## config.mk

```make
export PLATFORM = sky130hd
export DESIGN_NAME = i2c_slave
export DESIGN_NICKNAME = d
export VERILOG_FILES = /design/src/rtl/i2c_slave.sv
export SDC_FILE = /design/constraint.sdc
export NUM_CORES = 1
export LEC_CHECK = 0
export ABC_AREA = 0
export ABC_CLOCK_PERIOD_IN_PS = 5700
export CELL_PAD_IN_SITES_DETAIL_PLACEMENT = 1
export CELL_PAD_IN_SITES_GLOBAL_PLACEMENT = 2
export CORE_ASPECT_RATIO = 1.1
export CORE_UTILIZATION = 33
export DETAILED_ROUTE_END_ITERATION = 10
export PLACE_DENSITY_LB_ADDON = 0.1
export SETUP_SLACK_MARGIN = 0.4
export SLEW_MARGIN = 10
export SYNTH_ARGS = -nofsm -noshare
export SYNTH_HDL_FRONTEND = slang
export SYNTH_SLANG_ARGS = --single-unit
```

## constraint.sdc

```tcl
create_clock -name clk -period 5.7 [get_ports clk]
set_clock_uncertainty 0.2 [all_clocks]
set_input_delay 0.855 -clock clk [delete_from_list [all_inputs] [get_ports clk]]
set_output_delay 0.855 -clock clk [all_outputs]
set_load 0.03 [all_outputs]
```

## src/rtl/i2c_slave.sv

```systemverilog
// i2c_slave: oversampled I2C target with START/STOP detection, LSB-first 8-bit address match and byte RX/TX.
// Optional: define I2C_SLAVE_GENERAL_CALL_EN to also ACK address 8'h00 (receive only).
module i2c_slave #(
    parameter logic [7:0]  SLAVE_ADDRESS = 8'hA5,
    parameter int unsigned SYNC_STAGES   = 2
) (
    input  logic       clk,
    input  logic       rst,
    input  logic       rw,
    input  logic [7:0] data_in,
    input  logic       sclk,
    input  logic       sda_in,
    output logic       sda_out,
    output logic [7:0] data_out,
    output logic       data_valid,
    output logic       addr_match,
    output logic [2:0] state
);
    typedef enum logic [2:0] {
        S_IDLE   = 3'd0,
        S_ADDR   = 3'd1,
        S_ACK    = 3'd2,
        S_RX     = 3'd3,
        S_TX     = 3'd4,
        S_MACK   = 3'd5,
        S_IGNORE = 3'd6
    } state_t;

    logic [SYNC_STAGES-1:0] r_sclk_sync, r_sda_sync;
    logic                   r_sclk_d, r_sda_d;
    logic                   w_sclk, w_sda, w_sclk_rise, w_sclk_fall, w_start, w_stop;

    state_t     r_state, w_state_nxt;
    logic [2:0] r_cnt, w_cnt_nxt;
    logic [7:0] r_shift, w_shift_nxt, r_tx, w_tx_nxt, r_data_out, w_data_out_nxt;
    logic       r_sda_out, w_sda_out_nxt, r_data_valid, w_data_valid_nxt;
    logic       r_addr_match, w_addr_match_nxt, r_rw, w_rw_nxt;
    // ACK: 1 once SDA is held low; TX: 1 once all 8 bits have been driven
    logic       r_phase, w_phase_nxt;
    logic [7:0] w_byte;
    logic       w_addr_hit, w_tx_ok;

    // Input synchronisers and one-flop edge detector
    always_ff @(posedge clk or posedge rst) begin
        if (rst) begin
            r_sclk_sync <= '1;
            r_sda_sync  <= '1;
            r_sclk_d    <= 1'b1;
            r_sda_d     <= 1'b1;
        end else begin
            r_sclk_sync <= {r_sclk_sync[SYNC_STAGES-2:0], sclk};
            r_sda_sync  <= {r_sda_sync[SYNC_STAGES-2:0], sda_in};
            r_sclk_d    <= w_sclk;
            r_sda_d     <= w_sda;
        end
    end

    assign w_sclk      = r_sclk_sync[SYNC_STAGES-1];
    assign w_sda       = r_sda_sync[SYNC_STAGES-1];
    assign w_sclk_rise = w_sclk & ~r_sclk_d;
    assign w_sclk_fall = ~w_sclk & r_sclk_d;
    assign w_start     = w_sclk & r_sclk_d & r_sda_d & ~w_sda;
    assign w_stop      = w_sclk & r_sclk_d & ~r_sda_d & w_sda;
    assign w_byte      = {w_sda, r_shift[7:1]};

`ifdef I2C_SLAVE_GENERAL_CALL_EN
    logic r_gc, w_gc_nxt;
    assign w_addr_hit = (w_byte == SLAVE_ADDRESS) || (w_byte == 8'h00);
    assign w_tx_ok    = r_rw & ~r_gc;
`else
    assign w_addr_hit = (w_byte == SLAVE_ADDRESS);
    assign w_tx_ok    = r_rw;
`endif

    // State and datapath registers
    always_ff @(posedge clk or posedge rst) begin
        if (rst) begin
            r_state      <= S_IDLE;
            r_cnt        <= 3'd0;
            r_shift      <= 8'h00;
            r_tx         <= 8'h00;
            r_sda_out    <= 1'b1;
            r_data_out   <= 8'h00;
            r_data_valid <= 1'b0;
            r_addr_match <= 1'b0;
            r_rw         <= 1'b0;
            r_phase      <= 1'b0;
`ifdef I2C_SLAVE_GENERAL_CALL_EN
            r_gc         <= 1'b0;
`endif
        end else begin
            r_state      <= w_state_nxt;
            r_cnt        <= w_cnt_nxt;
            r_shift      <= w_shift_nxt;
            r_tx         <= w_tx_nxt;
            r_sda_out    <= w_sda_out_nxt;
            r_data_out   <= w_data_out_nxt;
            r_data_valid <= w_data_valid_nxt;
            r_addr_match <= w_addr_match_nxt;
            r_rw         <= w_rw_nxt;
            r_phase      <= w_phase_nxt;
`ifdef I2C_SLAVE_GENERAL_CALL_EN
            r_gc         <= w_gc_nxt;
`endif
        end
    end

    // Next-state and output logic; STOP beats START beats everything else
    always_comb begin
        w_state_nxt      = r_state;
        w_cnt_nxt        = r_cnt;
        w_shift_nxt      = r_shift;
        w_tx_nxt         = r_tx;
        w_sda_out_nxt    = r_sda_out;
        w_data_out_nxt   = r_data_out;
        w_data_valid_nxt = 1'b0;
        w_addr_match_nxt = r_addr_match;
        w_rw_nxt         = r_rw;
        w_phase_nxt      = r_phase;
`ifdef I2C_SLAVE_GENERAL_CALL_EN
        w_gc_nxt         = r_gc;
`endif
        if (w_stop) begin
            w_state_nxt      = S_IDLE;
            w_sda_out_nxt    = 1'b1;
            w_addr_match_nxt = 1'b0;
            w_cnt_nxt        = 3'd0;
            w_phase_nxt      = 1'b0;
        end else if (w_start) begin
            w_state_nxt      = S_ADDR;
            w_sda_out_nxt    = 1'b1;
            w_addr_match_nxt = 1'b0;
            w_cnt_nxt        = 3'd0;
            w_phase_nxt      = 1'b0;
        end else begin
            case (r_state)
                S_IDLE: w_sda_out_nxt = 1'b1;
                S_ADDR: begin
                    if (w_sclk_rise) begin
                        w_shift_nxt = w_byte;
                        w_cnt_nxt   = r_cnt + 3'd1;
                        if (r_cnt == 3'd7) begin
                            if (w_addr_hit) begin
                                w_state_nxt      = S_ACK;
                                w_addr_match_nxt = 1'b1;
                                w_rw_nxt         = rw;
                                w_phase_nxt      = 1'b0;
`ifdef I2C_SLAVE_GENERAL_CALL_EN
                                w_gc_nxt         = (w_byte == 8'h00);
`endif
                            end else begin
                                w_state_nxt = S_IGNORE;
                            end
                        end
                    end
                end
                S_ACK: begin
                    if (w_sclk_fall) begin
                        if (!r_phase) begin
                            w_sda_out_nxt = 1'b0;
                            w_phase_nxt   = 1'b1;
                        end else begin
                            w_phase_nxt = 1'b0;
                            w_cnt_nxt   = 3'd0;
                            if (w_tx_ok) begin
                                // Bit 0 goes out on the same falling edge that releases the ACK
                                w_state_nxt   = S_TX;
                                w_tx_nxt      = data_in;
                                w_sda_out_nxt = data_in[0];
                                w_cnt_nxt     = 3'd1;
                            end else if (r_rw) begin
                                w_state_nxt   = S_IGNORE;
                                w_sda_out_nxt = 1'b1;
                            end else begin
                                w_state_nxt   = S_RX;
                                w_sda_out_nxt = 1'b1;
                            end
                        end
                    end
                end
                S_RX: begin
                    if (w_sclk_rise) begin
                        w_shift_nxt = w_byte;
                        w_cnt_nxt   = r_cnt + 3'd1;
                        if (r_cnt == 3'd7) begin
                            w_data_out_nxt   = w_byte;
                            w_data_valid_nxt = 1'b1;
                            w_state_nxt      = S_ACK;
                            w_phase_nxt      = 1'b0;
                        end
                    end
                end
                S_TX: begin
                    if (w_sclk_fall) begin
                        if (r_phase) begin
                            w_sda_out_nxt = 1'b1;
                            w_state_nxt   = S_MACK;
                            w_phase_nxt   = 1'b0;
                        end else begin
                            w_sda_out_nxt = r_tx[r_cnt];
                            w_cnt_nxt     = r_cnt + 3'd1;
                            w_phase_nxt   = (r_cnt == 3'd7);
                        end
                    end
                end
                S_MACK: begin
                    if (w_sclk_rise) begin
                        if (!w_sda) begin
                            w_state_nxt = S_TX;
                            w_tx_nxt    = data_in;
                            w_cnt_nxt   = 3'd0;
                            w_phase_nxt = 1'b0;
                        end else begin
                            w_state_nxt = S_IGNORE;
                        end
                    end
                end
                S_IGNORE: w_sda_out_nxt = 1'b1;
                default: begin
                    w_state_nxt   = S_IDLE;
                    w_sda_out_nxt = 1'b1;
                end
            endcase
        end
    end

    assign sda_out    = r_sda_out;
    assign data_out   = r_data_out;
    assign data_valid = r_data_valid;
    assign addr_match = r_addr_match;
    assign state      = r_state;
endmodule

```

==> results of run 1 <==
## flip-flops by register name, indices dropped and copies added, names as in the netlist
signal / count
addr_match: 1
data_out: 8
data_valid: 1
r_cnt: 3
r_phase: 1
r_rw: 1
r_sclk_d: 1
r_sclk_sync: 2
r_sda_d: 1
r_sda_sync: 2
r_shift: 7
r_tx: 8
sda_out: 1
state: 3
## worst paths after layout
path                       slack [ns]                      end                     from
max reg2reg                      3.02  data_out[6]$_DFFE_PP0P_     state[0]$_DFFE_PP0P_
min reg2reg                      0.16  r_sda_sync[1]$_DFF_PP1_  r_sda_sync[0]$_DFF_PP1_
max                              2.72                 state[0]     state[0]$_DFFE_PP0P_
min                              0.16  r_sda_sync[1]$_DFF_PP1_  r_sda_sync[0]$_DFF_PP1_
min in group asynchronous        0.80     data_valid$_DFF_PP0_                      rst
max in group asynchronous        4.13        r_sda_d$_DFF_PP1_                      rst
## cell type report
| cell class | instances | area, sq um | area share |
|---|---|---|---|
| clock buffer | 7 | 76.3 | 0.0316 |
| clock inverter | 1 | 5.00 | 0.00207 |
| inverter | 5 | 18.8 | 0.00776 |
| multi-input combinational | 115 | 945 | 0.391 |
| sequential | 40 | 1010 | 0.417 |
| tap | 77 | 96.3 | 0.0398 |
| timing repair buffer | 27 | 268 | 0.111 |
## metal layers
| metal | track usage | vias up | part of all wire |
|---|---|---|---|
| li1 | - | 685 | - |
| met5 | 0 | - | 0 |
| met1 | 0.213 | 722 | 0.49 |
| met2 | 0.251 | 30 | 0.46 |
| met4 | 0.0577 | 0 | 0.019 |
| met3 | 0.0370 | 9 | 0.036 |
## logic make-up (layout without fill, tap and decap cells)
kind of cell	after synthesis	after routing	share of synthesized area
AOI/OAI and AO/OA	37	37	0.144
xor gates and xnor gates	1	1	0.00431
adders and majority gates	3	3	0.0185
buffers and inverters	15	40	0.0376
DFF	40	40	0.497
muxes	28	28	0.171
and+or+nand+nor	46	46	0.128
## layout by cell type (no fill, tap or decap), types with 2 or more instances in the layout
cell type,count
sky130_fd_sc_hd__and3b_1,2
sky130_fd_sc_hd__clkbuf_8,5
sky130_fd_sc_hd__nor2_1,9
sky130_fd_sc_hd__dfstp_2,7
sky130_fd_sc_hd__nor3b_1,3
sky130_fd_sc_hd__a21oi_1,8
sky130_fd_sc_hd__nand3_1,2
sky130_fd_sc_hd__nand2_1,6
sky130_fd_sc_hd__o22ai_1,2
sky130_fd_sc_hd__dfrtp_1,33
sky130_fd_sc_hd__mux2i_1,2
sky130_fd_sc_hd__clkdlybuf4s50_1,26
sky130_fd_sc_hd__a41o_1,2
sky130_fd_sc_hd__mux2_2,10
sky130_fd_sc_hd__nor2b_1,4
sky130_fd_sc_hd__a311oi_1,2
sky130_fd_sc_hd__nor4_1,2
sky130_fd_sc_hd__nand2b_1,8
sky130_fd_sc_hd__clkbuf_1,2
sky130_fd_sc_hd__nor3_1,2
sky130_fd_sc_hd__o21ai_0,4
sky130_fd_sc_hd__ha_1,3
sky130_fd_sc_hd__mux4_1,2
sky130_fd_sc_hd__inv_1,5
sky130_fd_sc_hd__mux2_1,13
## per-stage QoR
step	util	power, mW
floorplan	-	0.740
global placement	0.400	0.828
detailed placement	0.400	0.844
CTS	0.414	1.03
global route	0.414	1.10
finish	0.414	1.02
## power groups by stage
stage | registers (mW) | logic (mW) | clock network, mW
3_5_place_dp | 0.454 | 0.391 | 0
2_1_floorplan | 0.418 | 0.323 | 0
3_3_place_gp | 0.447 | 0.381 | 0
4_1_cts | 0.447 | 0.394 | 0.191
5_1_grt | 0.461 | 0.431 | 0.205
6_report | 0.446 | 0.389 | 0.184
==> flow_metrics.py, run 1 <==
metrics = {
    "run_status": {
        "status": "finished, final reports clean",
    },
    "synth": {
        "ys.warnings.count": 0,
        "asyncSetResetFlopFracSynth": 1.00,
        "synthDistinctLibCells": 56,
        "number_of_register_bits_inferred_by_synthesis": 40,
        "synth_cells": 170,
        "synthesis.area_sq_mm": 0.00203,
        "synth.cells.most_frequent": "sky130_fd_sc_hd__dfrtp_1, sky130_fd_sc_hd__mux2_1, sky130_fd_sc_hd__mux2_2",
        "synth_top_area_share": 0.407,
        "yosys.area.top_type": "sky130_fd_sc_hd__dfrtp_1",
        "syn_area_per_cell_sq_um": 11.9,
        "synth_nets": 186,
        "part_of_the_yosys_area_used_for_sequential_elements": 0.497,
        "ys_top_cells_by_area": "sky130_fd_sc_hd__dfrtp_1, sky130_fd_sc_hd__dfstp_2, sky130_fd_sc_hd__mux2_1",
        "synthFlopType": "sky130_fd_sc_hd__dfrtp_1",
        "synth_enable_flop_cells": 0,
        "synth.most_common_cell": "sky130_fd_sc_hd__dfrtp_1",
    },
    "setup_path": {
        "slowest_stage": "sky130_fd_sc_hd__dfrtp_1",
        "timing.setup.critical_path_class": "reg -> out",
        "cp.arrival_ns": 1.92,
        "crit_path_end_kind": "primary output",
        "critical_path.startpoint_type": "flop",
        "max_stage_delay_ns": 0.83,
        "critPathTopFamily": "flip-flops",
        "critical_path_cell_by_cell": "clkdlybuf4s50_1",
        "worst-path-max-fanout": 22,
        "r2r_cells": 4,
        "timing.critical_path.depth": 1,
        "critPathBufInv": 1,
        "critPathRequiredTime_ns": 4.64,
    },
    "grt": {
        "maximum_number_of_pins_on_one_net_before_global_route_repair": 41,
        "globalRouteOverflowTotal": 0,
        "first_pass_grt_wire_length_mm": 8.07,
        "grt_util_all_layers": 0.159,
        "antenna_violations_before_repair": 0,
        "grt_pass1_vias": 1563,
    },
    "sta": {
        "finalHoldViolations": 0,
        "rsz0062_at_grt": "false",
        "final.period_utilization": 0.523,
        "timing_worst_slew_pin_value_ns": 0.744,
        "period_minus_slack_ns": 2.98,
        "timing.final.max_slew_violations": 0,
        "worst_slack_ns": 2.72,
        "finalSetupViolCount": 0,
        "final.setup.tns_ns": 0,
        "fmax_mhz": 336,
        "finalHoldWorstSlack_ns": 0.157,
        "slew-limit-headroom": 0.504,
    },
    "power": {
        "power.density_mw_per_mm2": 421,
        "vdd.ir_drop.worst_mv": 0.156,
        "pwr-share-seq": 0.437,
        "cell_internal_pwr_mw": 0.638,
        "clock_power_share": 0.181,
        "p_sw_frac": 0.374,
        "power.share.combinational": 0.382,
        "p_leak_nw": 1.04,
        "switching_power_mw": 0.381,
    },
    "floorplan": {
        "die_width_um": 76.8,
        "total_core_area_sq_mm": 0.00584,
        "rows": 29,
        "io_pins": 27,
        "die-height_um": 84.3,
        "floorplan.initialDensity": 0.348,
        "die_area_sq_mm": 0.00647,
    },
    "placed_design": {
        "dpl.cell_count": 264,
        "placed_area_sq_mm": 0.00234,
        "place_hpwl_mm": 3.28,
        "pre_cts_slack_ns": 3.00,
        "io_buffer_count": 26,
        "gpl.final_weighted_congestion": 0.803,
    },
    "route": {
        "wire_per_inst_um": 17.1,
        "ant_nets": 0,
        "drt-total-wl_mm": 4.66,
        "post_drt_via_cell_ratio": 5.32,
        "routed-via-count": 1446,
        "drt_pass1_iterations": 4,
        "detail_route.iter0.violations": 65,
        "drcViolationCount": 0,
    },
    "layout": {
        "final_design_area_no_fill_sq_mm": 0.00242,
        "insertedDiodeCount": 0,
        "n_fill_cell": 638,
        "nNetsFinal": 210,
        "areaGrowthSynthToFinish_pct": 19.1,
        "layoutNonFillerInstCount": 272,
        "drive_gt1_frac": 0.154,
    },
    "clocking": {
        "cts_resized": 0,
        "root_buffer": "sky130_fd_sc_hd__clkbuf_8",
        "hold_buffers": 0,
        "clock_tree.htree_level_count": 2,
        "clkLatencyLatePin_ns": 0.29,
        "cts.clk_slew.worst_paths_ns": 0.08,
        "tritoncts": "done",
        "post_cts.repair.setup_buffers": 0,
        "buffer_levels_on_the_longest_clock_path": 2,
        "numClockSinks": 40,
        "number_of_buffers_created_by_cts": 5,
    },
    "hold_path": {
        "timing.hold.worst.class": "reg -> reg",
        "count_of_cells_along_the_worst_hold_path": 0,
    },
    "job": {
        "drv_cap": 0,
    },
}
Power figures use the tool's default switching activity.
==> run 2: changes to the inputs <==
ABC_CLOCK_PERIOD_IN_PS = 2800   (was 5700)
clock period = 2.8 ns   (was 5.7 ns; I/O delays follow)
==> run 2 against run 1 <==
Flip-flop and latch count unchanged. Worst setup slack worse by 2.2 ns. Critical path depth unchanged. Clock power rose to 2.8 times the previous value. Global-route usage down 0.051 points. Sequential power up 98%. Core utilization up 1.3 points. Clock-buffer cell count unchanged. First-iteration DRC count down 11%. Power up 120%. Via count down 0.62%. Critical path type unchanged. Highest routed layer unchanged.
==> flow_metrics.py, run 2 (synthesis gave the netlist of run 1 again) <==
metrics = {
    "layout": {
        "nNetsFinal": 213,
        "n_fill_cell": 622,
        "final_cell_mix": "sky130_fd_sc_hd__dfrtp_1, sky130_fd_sc_hd__clkdlybuf4s50_1, sky130_fd_sc_hd__mux2_1",
        "areaGrowthSynthToFinish_pct": 23.0,
        "insertedDiodeCount": 0,
        "multi_input_area_sq_um": 956,
        "layout.cells.most_common": "sky130_fd_sc_hd__dfrtp_1",
        "drive_gt1_frac": 0.182,
        "regArea_sq_mm": 0.00101,
        "final_design_area_no_fill_sq_mm": 0.00250,
    },
    "clocking": {
        "hold_buffers": 0,
        "root_buffer": "sky130_fd_sc_hd__clkbuf_8",
        "buffer_levels_on_the_longest_clock_path": 2,
        "cts_resized": 0,
        "cts.clk_slew.worst_paths_ns": 0.08,
        "numClockSinks": 40,
        "clkLatencyLatePin_ns": 0.29,
        "tritoncts": "done",
        "clock_tree.htree_level_count": 2,
        "number_of_buffers_created_by_cts": 5,
        "post_cts.repair.setup_buffers": 0,
    },
    "grt": {
        "grt.met2_usage": 0.259,
        "grt_pass1_vias": 1480,
        "globalRouteOverflowTotal": 0,
        "grt_util_all_layers": 0.159,
        "globalRouteMet1Util": 0.205,
        "antenna_violations_before_repair": 0,
        "grt_util_met3": 0.0391,
        "globalRoute.busiestLayer": "met2",
        "maximum_number_of_pins_on_one_net_before_global_route_repair": 41,
        "first_pass_grt_wire_length_mm": 7.87,
    },
    "power": {
        "fin_total_pwr_mw": 2.25,
        "power.density_mw_per_mm2": 900,
        "p_leak_nw": 1.08,
        "vdd.ir_drop.worst_mv": 0.315,
    },
    "setup_path": {
        "slowest_stage": "sky130_fd_sc_hd__clkdlybuf4s50_1",
        "critPathBufInv": 1,
        "critPathRequiredTime_ns": 2.18,
        "crit_path_end_kind": "primary output",
        "critical_path_cell_by_cell": "clkdlybuf4s50_1",
        "max_stage_delay_ns": 0.77,
        "critical_path.startpoint": "state[1]$_DFFE_PP0P_",
        "timing.setup.critical_path_class": "reg -> out",
        "r2r_start": "r_sclk_d$_DFF_PP1_",
        "cp.arrival_ns": 1.70,
        "worst-r2r-setup-slack_ns": 0.58,
        "critical_path.startpoint_type": "flop",
        "critPathTopFamily": "buffers and inverters",
        "r2r_cells": 4,
        "crit-reg2reg-capture": "r_tx[7]$_DFFE_PP0P_",
        "worst-path-max-fanout": 16,
    },
    "sta": {
        "slew-limit-headroom": 0.554,
        "final.period_utilization": 0.828,
        "final.setup.tns_ns": 0,
        "timing_worst_slew_pin_value_ns": 0.667,
        "finalHoldWorstSlack_ns": 0.159,
        "worst_slack_ns": 0.481,
        "fmax_mhz": 431,
        "finalHoldViolations": 0,
        "finalSetupViolCount": 0,
        "timing.final.max_slew_violations": 0,
        "period_minus_slack_ns": 2.32,
        "rsz0062_at_grt": "false",
    },
    "hold_path": {
        "worst_hold_path.endpoint": "r_sda_sync[1]$_DFF_PP1_",
        "timing.hold.worst.class": "reg -> reg",
        "min-delay-start": "r_sda_sync[0]$_DFF_PP1_",
        "count_of_cells_along_the_worst_hold_path": 0,
    },
    "placed_design": {
        "placed_area_sq_mm": 0.00236,
        "place_hpwl_mm": 3.46,
        "io_buffer_count": 26,
        "pre_cts_slack_ns": 0.475,
        "gpl.final_weighted_congestion": 0.791,
    },
    "floorplan": {
        "io_pins": 27,
        "floorplan.initialDensity": 0.348,
        "die_area_sq_mm": 0.00647,
        "rows": 29,
        "total_core_area_sq_mm": 0.00584,
        "die-height_um": 84.3,
        "die_width_um": 76.8,
    },
    "route": {
        "drt_pass1_iterations": 4,
        "drt-total-wl_mm": 4.71,
        "post_drt_via_cell_ratio": 5.23,
        "ant_nets": 0,
        "detail_route.iter0.violations": 58,
        "routed-via-count": 1437,
        "drcViolationCount": 0,
        "wire_per_inst_um": 17.1,
    },
    "job": {
        "drv_cap": 0,
    },
    "run_status": {
        "status": "finished, final reports clean",
    },
}
-- run 2: changes by cell type in the layout (fill, tap and decap cells not counted) --
| cell | delta |
|---|---|
| sky130_fd_sc_hd__clkbuf_1 | -2 |
| sky130_fd_sc_hd__clkbuf_8 | +2 |
| sky130_fd_sc_hd__buf_4 | +3 |
| sky130_fd_sc_hd__a21oi_4 | +1 |
| sky130_fd_sc_hd__a21oi_1 | -1 |
| sky130_fd_sc_hd__bufinv_16 | +1 |
| sky130_fd_sc_hd__clkinv_2 | -1 |
-- run 2: layout make-up --
class / instances / area share
tap: 77 / 0.0386
clock buffer: 7 / 0.0386
clock inverter: 1 / 0.0120
multi-input combinational: 115 / 0.383
inverter: 5 / 0.00752
timing repair buffer: 30 / 0.116
sequential: 40 / 0.404
-- run 2: where the power goes --
group	switching (mW)	internal [mW]
registers	0.164	0.718
clock network	0.197	0.314
logic	0.423	0.431
total	0.784	1.46
-- run 2: metal layers --
layer | wire length, um | vias to the layer above
met5 | 0 | -
met4 | 62 | 0
met3 | 163 | 5
met2 | 2360 | 26
met1 | 2120 | 723
li1 | - | 683
-- run 2: worst max-delay path by stage --
stage | to | depth (start not counted)
4_1_cts | r_tx[7]$_DFFE_PP0P_ | 4
3_5_place_dp | r_tx[7]$_DFFE_PP0P_ | 4
6_report | state[1] | 1
3_3_place_gp | r_tx[7]$_DFFE_PP0P_ | 4
5_1_grt | state[2] | 1
2_1_floorplan | r_tx[3]$_DFFE_PP0P_ | 5
-- run 2: metrics by stage --
| step | instances | utilization |
|---|---|---|
| floorplan | 170 | - |
| global placement | 267 | 0.404 |
| detailed placement | 267 | 0.404 |
| CTS | 275 | 0.426 |
| global route | 275 | 0.428 |
| finish | 275 | 0.428 |
